`config.mk`:
```
export PLATFORM = sky130hd
export DESIGN_NAME = tick_divider
export DESIGN_NICKNAME = d
export VERILOG_FILES = /design/src/rtl/tick_divider.sv
export SDC_FILE = /design/constraint.sdc
export NUM_CORES = 1
export LEC_CHECK = 0
export BUFFER_PORTS_ARGS = -buffer_cell sky130_fd_sc_hd__buf_2
export CORE_MARGIN = 8
export CORE_UTILIZATION = 55
export CTS_BUF_LIST = sky130_fd_sc_hd__clkbuf_4 sky130_fd_sc_hd__clkbuf_8 sky130_fd_sc_hd__clkbuf_16
export DETAILED_ROUTE_END_ITERATION = 7
export PLACE_DENSITY_LB_ADDON = 0.3
export SYNTH_ARGS = -nofsm -noshare
export SYNTH_HDL_FRONTEND = slang
export SYNTH_SLANG_ARGS = --single-unit
export TNS_END_PERCENT = 20
```
`constraint.sdc`:
```
create_clock -name CLK -period 6.57 [get_ports CLK]
set_input_delay 0.3285 -clock CLK [delete_from_list [all_inputs] [get_ports CLK]]
set_output_delay 0.3285 -clock CLK [all_outputs]
set_load 0.03 [all_outputs]
```
`src/rtl/tick_divider.sv`:
```
// Programmable clock-enable divider: one-cycle tick every div_cur CLK cycles,
// a square wave toggling on each tick and a wrapping tick counter.
module tick_divider #(
  parameter int WIDTH       = 24,
  parameter int DIV_DEFAULT = 8000000,
  parameter int CNT_WIDTH   = 8
) (
  input  logic                 CLK,
  input  logic                 reset,
  input  logic                 en,
  input  logic [WIDTH-1:0]     div_in,
  input  logic                 div_valid,
  output logic                 div_ready,
  output logic                 tick,
  output logic                 clk_out,
  output logic [CNT_WIDTH-1:0] tick_count,
  output logic                 running
);

  // state | meaning
  // STOP  | idle: counter 0, outputs cleared, divisor loads go straight to div_cur
  // RUN   | counter decrements; terminal count emits tick and applies a pending divisor
  typedef enum logic {ST_STOP = 1'b0, ST_RUN = 1'b1} state_t;

  state_t               r_state, w_state_nxt;
  logic [WIDTH-1:0]     r_counter, w_counter_nxt;
  logic [WIDTH-1:0]     r_div_cur, w_div_cur_nxt;
  logic [WIDTH-1:0]     r_pend_div, w_pend_div_nxt;
  logic                 r_pend_valid, w_pend_valid_nxt;
  logic                 r_tick, w_tick_nxt;
  logic                 r_clk_out, w_clk_out_nxt;
  logic [CNT_WIDTH-1:0] r_tick_count, w_tick_count_nxt;
  logic                 r_running;
  logic                 w_accept;
  logic                 w_tc;

  assign w_accept = div_valid && !r_pend_valid;
  assign w_tc     = (r_state == ST_RUN) && (r_counter == '0);

  always_comb begin
    w_state_nxt      = r_state;
    w_counter_nxt    = r_counter;
    w_div_cur_nxt    = r_div_cur;
    w_pend_div_nxt   = r_pend_div;
    w_pend_valid_nxt = r_pend_valid;
    w_tick_nxt       = 1'b0;
    w_clk_out_nxt    = r_clk_out;
    w_tick_count_nxt = r_tick_count;
    case (r_state)
      ST_STOP: begin
        w_clk_out_nxt    = 1'b0;
        w_tick_count_nxt = '0;
        w_counter_nxt    = '0;
        w_pend_valid_nxt = 1'b0;
        if (w_accept) w_div_cur_nxt = div_in;
        // a divisor loaded on the enabling edge is the one used for the entry load
        if (en && (w_div_cur_nxt != '0)) begin
          w_state_nxt   = ST_RUN;
          w_counter_nxt = w_div_cur_nxt - WIDTH'(1);
        end
      end
      ST_RUN: begin
        w_tick_nxt = w_tc;
        if (w_tc) begin
          w_clk_out_nxt    = ~r_clk_out;
          w_tick_count_nxt = r_tick_count + CNT_WIDTH'(1);
          if (r_pend_valid) begin
            w_div_cur_nxt    = r_pend_div;
            w_pend_valid_nxt = 1'b0;
          end
          if (w_div_cur_nxt != '0) w_counter_nxt = w_div_cur_nxt - WIDTH'(1);
        end else begin
          w_counter_nxt = r_counter - WIDTH'(1);
        end
        if (w_accept) begin
          w_pend_div_nxt   = div_in;
          w_pend_valid_nxt = 1'b1;
        end
        // a zero divisor halts; the tick of this edge (if any) is still emitted
        if (!en || (w_div_cur_nxt == '0)) begin
          w_state_nxt      = ST_STOP;
          w_counter_nxt    = '0;
          w_pend_valid_nxt = 1'b0;
        end
      end
      default: w_state_nxt = ST_STOP;
    endcase
  end

  always_ff @(posedge CLK or posedge reset) begin
    if (reset) begin
      r_state      <= ST_STOP;
      r_counter    <= '0;
      r_div_cur    <= WIDTH'(DIV_DEFAULT);
      r_pend_div   <= '0;
      r_pend_valid <= 1'b0;
      r_tick       <= 1'b0;
      r_clk_out    <= 1'b0;
      r_tick_count <= '0;
      r_running    <= 1'b0;
    end else begin
      r_state      <= w_state_nxt;
      r_counter    <= w_counter_nxt;
      r_div_cur    <= w_div_cur_nxt;
      r_pend_div   <= w_pend_div_nxt;
      r_pend_valid <= w_pend_valid_nxt;
      r_tick       <= w_tick_nxt;
      r_clk_out    <= w_clk_out_nxt;
      r_tick_count <= w_tick_count_nxt;
      r_running    <= (w_state_nxt == ST_RUN);
    end
  end

  assign div_ready  = !r_pend_valid;
  assign tick       = r_tick;
  assign clk_out    = r_clk_out;
  assign tick_count = r_tick_count;
  assign running    = r_running;

endmodule

```
==> flow_summary.toml <==
[pwr]
power_leakage_nw = 2.585
power.density_nw_per_um2 = 337.5
ir_worst_vdd_mv = 0.1493
power_mw = 2.118

[global_route]
grt_first_pass_wirelength_um = 26190
grt_pass1_vias = 5148
grt_max_degree = 49
grt_antenna_before_repair = 0
grt_use_total = 0.2278
grt_overflow = 0

[floorplanning]
start_util = 0.5632
die_y_um = 118.4
rows = 37
dieArea_um2 = 14010
die_x_um = 118.4
core_area_um2 = 10230
num_io_pins = 40

[layout]
area_delta_synth_final_pct = 8.925
n_antenna_cell = 0
drive_gt1_frac = 0.1963
final_util = 0.6134
final_area_um2 = 6276
fin_nets = 679

[clocking]
numCtsBuffers = 9
cts_max_level = 3
clk_latency_ns = 0.36
clk_pin_slew_ns = 0.09
clock_sinks = 84
hold_buffers = 0
cts_root_buf = "clkbuf_8"
clock_path_buffers = 2
cts_setup_buffers = 0
cts_tree = "built"
ctsResizeCount = 0

[hold_path]
hp-class = "in -> async"

[sta]
relSlewSlack = 0.2107
worst_pin_slew_ns = 1.181
rsz0062_at_grt = "no"
fin_hold_ws_ns = 0.02480
finalCritPeriodShare = 0.5873
tns_ns = 0
slew_violations = 0
fmax_mhz = 259.1
period_needed_ns = 3.859
fin_skew_ns = 0.01146
hold_viol_final = 0
finalSetupViolations = 0

[setup_path]
critical_path.startpoint = "r_pend_valid"
start_kind = "register"
endpoint_kind = "register"
r2r-start = "r_pend_valid"
timing.critical_path.to = "r_counter[22]"
crit_required_ns = 6.77
crit_type = "reg -> reg"
worstRegToRegCells = 10
rrSetupSlack_ns = 2.71
cp_max_fo = 22
r2r-end = "r_counter[22]"
cp.arrival_ns = 4.06

[status]
status = "finished clean"

[synthesis]
syn_avg_cell_area_um2 = 9.234
synth_seq_cells = 84
synth_top_area_share = 0.3344
ys_top_cells_by_area = "dfrtp_1 (33%), mux2i_1 (10%), mux2_2 (8.4%), nor2_1 (4.2%), xor2_1 (3.3%)"
syn_inst = 624
synth_nets = 656
yosys.area.top_type = "dfrtp_1"
ys.flop_type = "dfrtp_1"
synth_edf_count = 0
async_flop_share = 1.000
ys_seq_area_frac = 0.3663
synth_cell_types = 59
yosysWarnings = 0
syn_area_um2 = 5762

[place]
place_area_um2 = 6027
dp_hpwl_um = 11480
gp_congestion = 0.9765
numPortBuffers = 39

[route]
drc = 0
dr.pass1.iters = 5
met1_length_um = 6783
wl_met3_um = 1207
drt-initial-drc-count = 495
via_per_inst = 6.431
wirelength_um = 15930
dr.max_layer_used = "met4"
ant_nets = 0
routed-wl-met2_um = 7475
wl_per_cell_um = 20.21
vias = 5068

[flow_run]
drv_cap = 0
## critical path: stages (launching register included)
cell and delay (ns):
dfrtp_2 0.43, nor2b_4 0.57, buf_4 0.46, mux2_4 0.38, inv_1 0.10, ha_1 0.20, nand3_1 0.28, nor4_1 0.79
nand2_1 0.17, xnor2_1 0.18, o22ai_1 0.11
## worst min path at each step
stage / startpoint / to / cells after the start
2_1_floorplan: div_in[19] / r_pend_div[19] / 1
3_3_place_gp: reset / r_pend_div[19] / 2
3_5_place_dp: reset / r_div_cur[18] / 2
4_1_cts: reset / r_div_cur[18] / 2
5_1_grt: reset / r_div_cur[18] / 2
6_report: reset / r_div_cur[18] / 2
## power breakdown
| part | switching, mW | internal (mW) |
|---|---|---|
| clock network | 0.197 | 0.263 |
| registers | 0.176 | 0.664 |
| logic | 0.472 | 0.346 |
| total | 0.845 | 1.27 |
## registers in the layout (all words and copies together) (netlist names)
name and flops:
r_pend_valid 1, tick_count 8, running 1, clk_out 1, r_counter 24, r_div_cur 24, r_pend_div 24, tick 1
## synthesized netlist by cell type, types with 2 or more instances
library cell and instances:
nand2b_1 7, dfrtp_1 77, a211oi_1 7, dfstp_2 7, or4b_1 2, a211o_1 2, nand4_1 9, o31ai_1 2
or2_2 6, nor3_1 18, nor4_1 15, o21ai_1 2, xor2_1 22, and4_1 3, nor3b_1 7, a31oi_1 2
nand2_1 37, o21ai_0 34, nor2_1 65, a21boi_0 3, a21o_1 2, o22ai_1 28, and2_1 10, ha_1 4
o211ai_1 7, xnor2_1 20, a21oi_1 28, a2111oi_0 2, a31o_2 2, mux2i_1 59, or4_1 2, buf_2 16
and3_1 3, clkbuf_1 14, nor2b_1 5, nor4b_1 3, nand3_1 14, o22a_1 2, mux2_2 43, o21a_1 2
inv_1 7, or3_1 7
## routing by layer
metal  vias up  track usage
met2       243       0.3702
met1      2444       0.2930
met3        39      0.04046
li1       2342            -
met4         0      0.09688
met5         -            0
## placed cells by master (no fill, tap or decap), types with 14 or more instances in the layout
cell type,Yosys,layout
mux2i_1,59,59
a21oi_1,28,28
o21ai_0,34,34
nand3_1,14,14
nor3_1,18,18
mux2_2,43,43
nor4_1,15,15
xnor2_1,20,20
nor2_1,65,65
nand2_1,37,37
dfrtp_1,77,76
buf_2,16,39
o22ai_1,28,28
xor2_1,22,22
## cell type report
cell class / instances / area, um2
Clock inverter: 6 / 111.4
Fill cell: 854 / 3955
Multi-Input combinational cell: 500 / 3477
Sequential cell: 84 / 2112
Tap cell: 136 / 170.2
Timing Repair Buffer: 45 / 240.2
Inverter: 7 / 27.53
Clock buffer: 10 / 137.6
## stage by stage
stage | worst slack, ns | instances
2_1_floorplan | 3.164 | 624
3_3_place_gp | 2.722 | 772
3_5_place_dp | 2.669 | 772
4_1_cts | 2.710 | 788
5_1_grt | 2.409 | 788
6_report | 2.711 | 788
## cell families after synthesis
logic type                 after synthesis  synth area share
and+or+nand+nor                        216            0.1924
AOI/OAI and AO/OA                      134            0.1457
muxes                                  104            0.1915
DFF                                     84            0.3663
xor gates and xnor gates                42           0.06384
buffers and inverters                   40           0.03149
adders and majority gates                4          0.008687
Power figures use the tool's default switching activity.
